`src/rtl/core_pkg.sv`:
```
// Shared constants and state encoding for the core_s multi-cycle sequencer.
// Contents: STATE_W, ctrl_state_e, and ST_* constants used by the FSM.
package core_pkg;

    localparam int unsigned STATE_W = 3;

    typedef enum logic [STATE_W-1:0] {
        IDLE   = 3'd0,
        FETCH  = 3'd1,
        IWAIT  = 3'd2,
        DECODE = 3'd3,
        EXEC   = 3'd4,
        MEM    = 3'd5,
        WB     = 3'd6,
        HALT   = 3'd7
    } ctrl_state_e;

    // Plain vector constants so the state register stays a bare logic vector.
    localparam logic [STATE_W-1:0] ST_IDLE   = IDLE;
    localparam logic [STATE_W-1:0] ST_FETCH  = FETCH;
    localparam logic [STATE_W-1:0] ST_IWAIT  = IWAIT;
    localparam logic [STATE_W-1:0] ST_DECODE = DECODE;
    localparam logic [STATE_W-1:0] ST_EXEC   = EXEC;
    localparam logic [STATE_W-1:0] ST_MEM    = MEM;
    localparam logic [STATE_W-1:0] ST_WB     = WB;
    localparam logic [STATE_W-1:0] ST_HALT   = HALT;

endpackage

```
`src/rtl/perf_counter.sv`:
```
// Free-running wrapping counter with enable and synchronous clear.
// Ports: clk, rst_b (async active-low), en (count), clear (sync zero), count.
module perf_counter #(
    parameter int unsigned CNT_W = 64
) (
    input  logic             clk,
    input  logic             rst_b,
    input  logic             en,
    input  logic             clear,
    output logic [CNT_W-1:0] count
);

    // Wraps modulo 2^CNT_W; clear has priority over en.
    always_ff @(posedge clk or negedge rst_b) begin
        if (!rst_b) begin
            count <= '0;
        end else if (clear) begin
            count <= '0;
        end else if (en) begin
            count <= count + CNT_W'(1);
        end
    end

endmodule

```
`src/rtl/core_mc_ctrl.sv`:
```
// Multi-cycle sequencer for core_s: FETCH->IWAIT->DECODE->EXEC->(MEM)->WB per
// instruction, halting on ebreak or bus error.
// Ports: clk/rst_b; IFU handshake (ifu_req/ready/rvalid/err) and ir_load;
// decoder flags dec_*, bxx_taken; LSU handshake (lsu_req/ready/rvalid/err);
// WB strobes rf_write, pc_update, pc_sel_target; halt, halt_err; debug state;
// cycle_cnt (stops on halt) and instret_cnt.
module core_mc_ctrl
    import core_pkg::*;
#(
    parameter int unsigned CNT_W = 64
) (
    input  logic               clk,
    input  logic               rst_b,
    output logic               ifu_req,
    input  logic               ifu_ready,
    input  logic               ifu_rvalid,
    input  logic               ifu_err,
    output logic               ir_load,
    input  logic               dec_mem_read,
    input  logic               dec_mem_write,
    input  logic               dec_jump,
    input  logic               dec_bxx,
    input  logic               bxx_taken,
    input  logic               dec_rd_write,
    input  logic               dec_ebreak,
    output logic               lsu_req,
    input  logic               lsu_ready,
    input  logic               lsu_rvalid,
    input  logic               lsu_err,
    output logic               rf_write,
    output logic               pc_update,
    output logic               pc_sel_target,
    output logic               halt,
    output logic               halt_err,
    output logic [STATE_W-1:0] state,
    output logic [CNT_W-1:0]   cycle_cnt,
    output logic [CNT_W-1:0]   instret_cnt
);

    logic [STATE_W-1:0] state_q, state_d;
    logic               taken_q, taken_d;
    logic               lsu_acc_q, lsu_acc_d;   // LSU request accepted, awaiting rvalid
    logic               halt_err_q, halt_err_d;
    logic               lsu_go;                 // LSU handshake completes this cycle
    logic               lsu_done;               // LSU response consumed this cycle

    // State and control registers.
    always_ff @(posedge clk or negedge rst_b) begin
        if (!rst_b) begin
            state_q    <= ST_IDLE;
            taken_q    <= 1'b0;
            lsu_acc_q  <= 1'b0;
            halt_err_q <= 1'b0;
        end else begin
            state_q    <= state_d;
            taken_q    <= taken_d;
            lsu_acc_q  <= lsu_acc_d;
            halt_err_q <= halt_err_d;
        end
    end

    // Next-state and strobe decode.
    always_comb begin
        state_d       = state_q;
        taken_d       = taken_q;
        lsu_acc_d     = lsu_acc_q;
        halt_err_d    = halt_err_q;
        ifu_req       = 1'b0;
        ir_load       = 1'b0;
        lsu_req       = 1'b0;
        rf_write      = 1'b0;
        pc_update     = 1'b0;
        pc_sel_target = 1'b0;
        lsu_go        = 1'b0;
        lsu_done      = 1'b0;

        case (state_q)
            ST_IDLE: begin
                state_d = ST_FETCH;
            end
            ST_FETCH: begin
                ifu_req = 1'b1;
                if (ifu_ready) begin
                    state_d = ST_IWAIT;
                end
            end
            ST_IWAIT: begin
                if (ifu_rvalid) begin
                    if (ifu_err) begin
                        halt_err_d = 1'b1;
                        state_d    = ST_HALT;
                    end else begin
                        ir_load = 1'b1;
                        state_d = ST_DECODE;
                    end
                end
            end
            ST_DECODE: begin
                state_d = dec_ebreak ? ST_HALT : ST_EXEC;
            end
            ST_EXEC: begin
                taken_d   = dec_jump | (dec_bxx & bxx_taken);
                lsu_acc_d = 1'b0;
                state_d   = (dec_mem_read | dec_mem_write) ? ST_MEM : ST_WB;
            end
            ST_MEM: begin
                lsu_req = ~lsu_acc_q;
                lsu_go  = lsu_req & lsu_ready;
                if (lsu_go) begin
                    lsu_acc_d = 1'b1;
                end
                // The response may arrive in the same cycle as the accept.
                lsu_done = lsu_rvalid & (lsu_acc_q | lsu_go);
                if (lsu_done) begin
                    lsu_acc_d = 1'b0;
                    if (lsu_err) begin
                        halt_err_d = 1'b1;
                        state_d    = ST_HALT;
                    end else begin
                        state_d = ST_WB;
                    end
                end
            end
            ST_WB: begin
                rf_write      = dec_rd_write & ~dec_mem_write;
                pc_update     = 1'b1;
                pc_sel_target = taken_q;
                state_d       = ST_FETCH;
            end
            ST_HALT: begin
                state_d = ST_HALT;
            end
            default: begin
                state_d = ST_IDLE;
            end
        endcase
    end

    assign state    = state_q;
    assign halt     = (state_q == ST_HALT);
    assign halt_err = halt_err_q;

    // Cycle counter freezes once halted.
    perf_counter #(.CNT_W(CNT_W)) u_cycle_cnt (
        .clk   (clk),
        .rst_b (rst_b),
        .en    (~halt),
        .clear (1'b0),
        .count (cycle_cnt)
    );

    // One retirement per WB cycle.
    perf_counter #(.CNT_W(CNT_W)) u_instret_cnt (
        .clk   (clk),
        .rst_b (rst_b),
        .en    (state_q == ST_WB),
        .clear (1'b0),
        .count (instret_cnt)
    );

endmodule

```
`config.mk`:
```
export PLATFORM = sky130hd
export DESIGN_NAME = core_mc_ctrl
export DESIGN_NICKNAME = d
export VERILOG_FILES = /design/src/rtl/core_pkg.sv /design/src/rtl/perf_counter.sv /design/src/rtl/core_mc_ctrl.sv
export SDC_FILE = /design/constraint.sdc
export NUM_CORES = 1
export LEC_CHECK = 0
export BUFFER_PORTS_ARGS = -buffer_cell sky130_fd_sc_hd__buf_4
export CAP_MARGIN = 20
export CELL_PAD_IN_SITES_DETAIL_PLACEMENT = 0
export CELL_PAD_IN_SITES_GLOBAL_PLACEMENT = 1
export CORE_ASPECT_RATIO = 0.75
export CORE_MARGIN = 3
export CORE_UTILIZATION = 43
export DETAILED_ROUTE_END_ITERATION = 6
export GPL_TIMING_DRIVEN = 1
export HOLD_SLACK_MARGIN = 0.06
export PLACE_DENSITY = 0.85
export SLEW_MARGIN = 20
export SYNTH_ARGS = -nofsm -noshare
export SYNTH_HDL_FRONTEND = slang
export SYNTH_SLANG_ARGS = --single-unit
export TNS_END_PERCENT = 20
```
`constraint.sdc`:
```
create_clock -name clk -period 5.24 [get_ports clk]
set_input_delay 1.31 -clock clk [delete_from_list [all_inputs] [get_ports clk]]
set_output_delay 1.31 -clock clk [all_outputs]
set_load 0.1 [all_outputs]
```
==> results of run 1 <==
critical path, stage by stage (launching register included):
cell     delay [ns]
dfrtp_1        0.56
or3b_2         0.59
nor3b_1        0.21
buf_4          0.32
per-stage QoR:
stage / cells / utilization (%) / total power, uW / hold WS, ns
2_1_floorplan: 623 / - / 1970 / 0.487
3_3_place_gp: 971 / 54.0 / 2180 / 0.454
3_5_place_dp: 971 / 54.0 / 2190 / 0.455
4_1_cts: 1002 / 58.1 / 3420 / 0.476
5_1_grt: 1002 / 58.1 / 3530 / 0.496
6_report: 1002 / 58.1 / 3390 / 0.474
sequential cells by signal, indices dropped and copies added, names as in the netlist:
register and flops:
lsu_acc_q 1, u_cycle_cnt.count 64, taken_q 1, u_instret_cnt.count 64, halt_err 1, state 3
cell families after synthesis:
| family | count (synthesis) | synth area share (%) |
|---|---|---|
| AO/OA/AOI/OAI | 15 | 1.42 |
| XOR/XNOR | 126 | 16.9 |
| adder cells (fa/ha/maj) | 2 | 0.384 |
| buffers and inverters | 28 | 1.84 |
| flip-flops | 134 | 51.4 |
| multiplexers | 3 | 0.499 |
| AND/OR/NAND/NOR | 315 | 27.5 |
per-layer routing:
metal  track usage (%)  vias up  share of wire (%)
li1                  -     2525                  -
met4              5.72        0                1.3
met2              29.5      164                 44
met1              29.2     2611                 48
met3              5.17       21                6.2
met5                 0        -                  0
synth_stat cells (all sizes together), types with 2 or more instances:
cell type / number / area share (%)
a21oi: 5 / 0.38
and2: 6 / 0.58
and3: 14 / 1.3
and4: 7 / 0.94
buf: 5 / 0.52
clkbuf: 4 / 0.23
dfrtp: 134 / 51
ha: 2 / 0.38
inv: 19 / 1.1
mux2: 2 / 0.35
nand2: 57 / 3.3
nand2b: 3 / 0.29
nand3: 50 / 4.3
nand4: 50 / 5.5
nand4b: 2 / 0.27
nor2: 55 / 3.2
nor3: 33 / 2.9
nor4: 29 / 3.9
o21ai: 4 / 0.31
or2: 3 / 0.29
xnor2: 63 / 8.5
xor2: 63 / 8.5
worst min path at each step:
stage,to,depth (start not counted),slack (ns)
floorplan,taken_q$_DFFE_PN0N_,2,0.49
global placement,halt_err$_DFFE_PN0P_,1,0.45
detailed placement,halt_err$_DFFE_PN0P_,1,0.45
CTS,u_cycle_cnt.count[63]$_DFFE_PN0P_,1,0.48
global route,u_cycle_cnt.count[63]$_DFFE_PN0P_,1,0.50
finish,halt_err$_DFFE_PN0P_,1,0.47
cells in the final DEF, fill, tap and decap left out, types with 4 or more instances in the layout:
master	Yosys	final
nor4_1	22	22
nand4_1	45	45
a21oi_1	5	5
nor3_1	28	28
clkbuf_16	0	17
inv_1	18	18
nand3_1	46	46
nand2_1	57	57
o21ai_0	4	4
xnor2_1	63	63
xor2_1	63	63
nor3_2	5	5
and4_1	7	7
and3_1	14	14
and2_1	6	6
dfrtp_1	134	134
buf_4	1	156
nor4_2	4	4
nor2_1	55	55
layout make-up:
cell class	count	area [um^2]	area share [%]
clock buffer	19	453	5.32
clock inverter	12	154	1.81
timing repair buffer	157	1180	13.9
sequential	134	3350	39.4
multi-input combinational	461	3050	35.8
tap	200	250	2.94
inverter	19	71.3	0.838
power groups by stage:
stage,Sequential [uW],Combinational [uW],Clock (uW)
2_1_floorplan,1630,341,0
3_3_place_gp,1250,937,0
3_5_place_dp,1250,944,0
4_1_cts,1230,946,1240
5_1_grt,1250,988,1290
6_report,1240,937,1220
==> results.toml, run 1 <==
[run_status]
outcome = "completed"

[final_layout]
nets = 807
area_growth_pct = 30.6
antenna_cells = 0
final_area_um2 = 8510
drive_above_1_share_pct = 26.9
num-fill-cells = 1277

[global_routing]
antenna_found_initial = 0
grt_pass1_vias = 5279
track_usage_pct = 20.0
grt_pass1_wl_um = 27000
grt_start_max_net_pins = 81
overflow = 0

[timing]
fin_ws_ns = 1.84
finalHoldViolations = 0
relSlewSlack_pct = 44.2
fin_crit_sh_pct = 64.9
finalMaxSlewViolations = 0
period_needed_ns = 3.40
setup_viol = 0
finClkSkew_ns = 0.00750
tightest_slew_ns = 0.830
setup_tns_ns = 0
max_freq_mhz = 294
rsz0062_at_grt = "no"

[worst_setup_path]
reg2reg_to = "u_instret_cnt.count[44]$_DFFE_PN0P_"
cp-start-kind = "flop"
rrSetupSlack_ns = 2.89
endpoint = "ir_load"
critPathKind = "flop to output pin"
r2r-start = "state[2]$_DFFE_PN0P_"
crit_fanout = 17
r2r_cells = 5
required_ns = 3.93
cp.arrival_ns = 2.09
end_kind = "output pin"
crit_start = "state[0]$_DFFE_PN0P_"

[routing]
drt_iter0_drc = 349
routed_via_density = 5.31
remaining_drc_errors = 0
drt_wl_total_um = 16300
drtAntennaViolNets = 0
drtPass1Iterations = 4
vias = 5321
routedWlPerCell_um = 16.3

[logic_synthesis]
synthesis.nets = 640
synth_area_per_cell_um2 = 10.5
async_flop_share_pct = 100
synthFlopType = "dfrtp_1"
seq_area_frac_synth_pct = 51.4
ys_seq_elements = 134
syn_inst = 623
synthesis.area_um2 = 6520
ys_types = 46
ys_warn_count = 0
synth-edff-count = 0

[power]
p_seq_share_pct = 36.4
vdd_drop_max_mv = 0.481
pwr-share-clk_pct = 35.9
p_leak_uw = 0.00413
power_density_nw_per_um2 = 398
switching_share_pct = 38.5
p_switching_uw = 1310
p_comb_share_pct = 27.6
intPower_uw = 2080

[die]
num_rows = 38
die_h_um = 113
start_util_pct = 44.5
fp.dieW_um = 148
design.core.area_um2 = 14600
dieArea_um2 = 16700
num_io_pins = 154

[clock_network]
cts_resized = 0
htreeDepth = 4
cts-buffers-inserted = 17
path_clk_slew_ns = 0.05
clk_latency_ns = 0.42
post_cts_buffers = 0
ctsHoldBuffers = 0
clockRootBuffer = "clkbuf_16"
cts_sinks = 134
clock_path_buffers = 2
cts_tree = "built"

[placement]
placed_area_um2 = 7900
pre_cts_slack_ns = 1.98
gp_congestion = 0.857
place_hpwl_um = 12000
portBuffers = 153

[min_path]
holdCritStartpoint = "halt_err$_DFFE_PN0P_"
holdCritPathClass = "flop to flop"

[job]
maxCapViolations = 0
(Power assumes the default switching activity.)
==> run 2, diff against run 1 <==
--- a/config.mk
+++ b/config.mk
@@ -11,11 +11,11 @@
 export CELL_PAD_IN_SITES_GLOBAL_PLACEMENT = 1
 export CORE_ASPECT_RATIO = 0.75
 export CORE_MARGIN = 3
-export CORE_UTILIZATION = 43
+export CORE_UTILIZATION = 42
 export DETAILED_ROUTE_END_ITERATION = 6
 export GPL_TIMING_DRIVEN = 1
 export HOLD_SLACK_MARGIN = 0.06
-export PLACE_DENSITY = 0.85
+export PLACE_DENSITY = 0.83
 export SLEW_MARGIN = 20
 export SYNTH_ARGS = -nofsm -noshare
 export SYNTH_HDL_FRONTEND = slang
==> constraint.sdc (replaced) <==
create_clock -name clk -period 3.2 [get_ports clk]
set_input_delay 0.8 -clock clk [delete_from_list [all_inputs] [get_ports clk]]
set_output_delay 0.8 -clock clk [all_outputs]
set_load 0.1 [all_outputs]
==> run 2 against run 1 <==
Compared with the run above: first-iteration DRC count shrank 6.9%; sequential share of layout area shrank 0.080 points; hold slack lost 0.068 ns; critical path type unchanged; critical endpoint unchanged.
==> results.toml, run 2 (synthesis results as in run 1) <==
[clock_network]
clock_path_buffers = 2
cts-buffers-inserted = 17
post_cts_buffers = 0
clockRootBuffer = "clkbuf_16"
ctsHoldBuffers = 0
htreeDepth = 4
path_clk_slew_ns = 0.06
clk_latency_ns = 0.42
cts_sinks = 134
cts_resized = 0
cts_tree = "built"

[worst_setup_path]
path_buf_inv = 1
end_kind = "output pin"
crit_fanout = 17
crit_chain = "or3b_2, nor3b_4, buf_4"
path_delay_family = "simple AND/OR/NAND/NOR gates"
cp.arrival_ns = 2.16
cp-start-kind = "flop"
rrSetupSlack_ns = 0.61
max_stage_delay_ns = 0.63
crit_start = "state[0]$_DFFE_PN0P_"
required_ns = 2.40
r2r-start = "state[0]$_DFFE_PN0P_"
critPathKind = "flop to output pin"
cp_slowest_cell = "or3b_2"

[die]
num_rows = 38
start_util_pct = 43.9
die_h_um = 114
dieArea_um2 = 17100
num_io_pins = 154
fp.dieW_um = 150
design.core.area_um2 = 14800

[routing]
routedWlPerCell_um = 16.3
routed_via_density = 5.27
vias = 5289
drt_wl_total_um = 16400
remaining_drc_errors = 0
drtPass1Iterations = 5
drt_iter0_drc = 325
drtAntennaViolNets = 0

[timing]
whs_ns = 0.406
setup_tns_ns = 0
rsz0062_at_grt = "no"
relSlewSlack_pct = 47.5
period_needed_ns = 2.96
finalMaxSlewViolations = 0
max_freq_mhz = 338
finClkSkew_ns = 0.0114
fin_ws_ns = 0.242
finalHoldViolations = 0
fin_crit_sh_pct = 92.4
tightest_slew_ns = 0.781
setup_viol = 0

[final_layout]
drive_above_1_share_pct = 27.7
mostFrequentLayoutCell = "buf_4"
area_growth_pct = 31.0
fin_cells = 1004
final_area_um2 = 8540
nets = 808
layout_common_cells = "157 x buf_4, 132 x dfrtp_1, 63 x xnor2_1, 63 x xor2_1, 57 x nand2_1"
num-fill-cells = 1314
antenna_cells = 0

[power]
pwr-share-clk_pct = 34.2
p_comb_share_pct = 28.6
p_seq_share_pct = 37.2
p_switching_uw = 2140
switching_share_pct = 39.1
power_density_nw_per_um2 = 641
vdd_drop_max_mv = 0.765
intPower_uw = 3330
p_leak_uw = 0.00415

[global_routing]
grt_pass1_wl_um = 27200
antenna_found_initial = 0
track_usage_pct = 19.9
grt_pass1_vias = 5206
overflow = 0
grt_start_max_net_pins = 58

[placement]
placed_area_um2 = 7970
place_hpwl_um = 12300
portBuffers = 153
gp_congestion = 0.867
pre_cts_slack_ns = 0.584
dp_cells = 972

[run_status]
outcome = "completed"

[min_path]
holdCritPathClass = "primary input to asynchronous set/reset pin"

[job]
maxCapViolations = 0
## run 2: cell types whose count changed in the layout (fill, tap and decap cells not counted), sizes merged
cell / before / now
bufinv: 3 / 1
clkinvlp: 3 / 1
buf: 157 / 158
clkbuf: 19 / 24
## run 2: layer usage
layer	GRT usage (%)	part of all wire (%)
met4	6.52	0.70
met5	0	0
met2	28.5	43
met1	29.3	48
met3	5.44	7.8
## run 2: final cells by class
cell class / count / area (um^2) / area share, %
clock inverter: 8 / 71.3 / 0.835
inverter: 19 / 71.3 / 0.835
sequential: 134 / 3360 / 39.3
multi-input combinational: 461 / 3090 / 36.2
tap: 200 / 250 / 2.93
clock buffer: 24 / 502 / 5.88
timing repair buffer: 158 / 1200 / 14.0
## run 2: path summary, 6_finish.rpt
check	to	cells past startpoint
worst min-delay path	u_instret_cnt.count[17]$_DFFE_PN0P_	1
min in group clk	halt_err$_DFFE_PN0P_	1
worst max register to register	u_cycle_cnt.count[58]$_DFFE_PN0P_	6
max in group asynchronous	u_instret_cnt.count[24]$_DFFE_PN0P_	2
worst min register to register	halt_err$_DFFE_PN0P_	1
worst max-delay path	ir_load	3
## run 2: power groups by stage
stage	clock (uW)	sequential, uW	combinational, uW
after detailed placement	0	2060	1570
after global placement	0	2040	1560
after CTS	1910	2030	1580
after global routing	1990	2070	1650
final	1870	2040	1560
after floorplan	0	2670	586
## run 2: through the flow
stage	utilization, %	total power, uW
floorplan	-	3260
global placement	53.7	3610
detailed placement	53.7	3630
CTS	57.6	5520
global route	57.6	5710
finish	57.6	5470
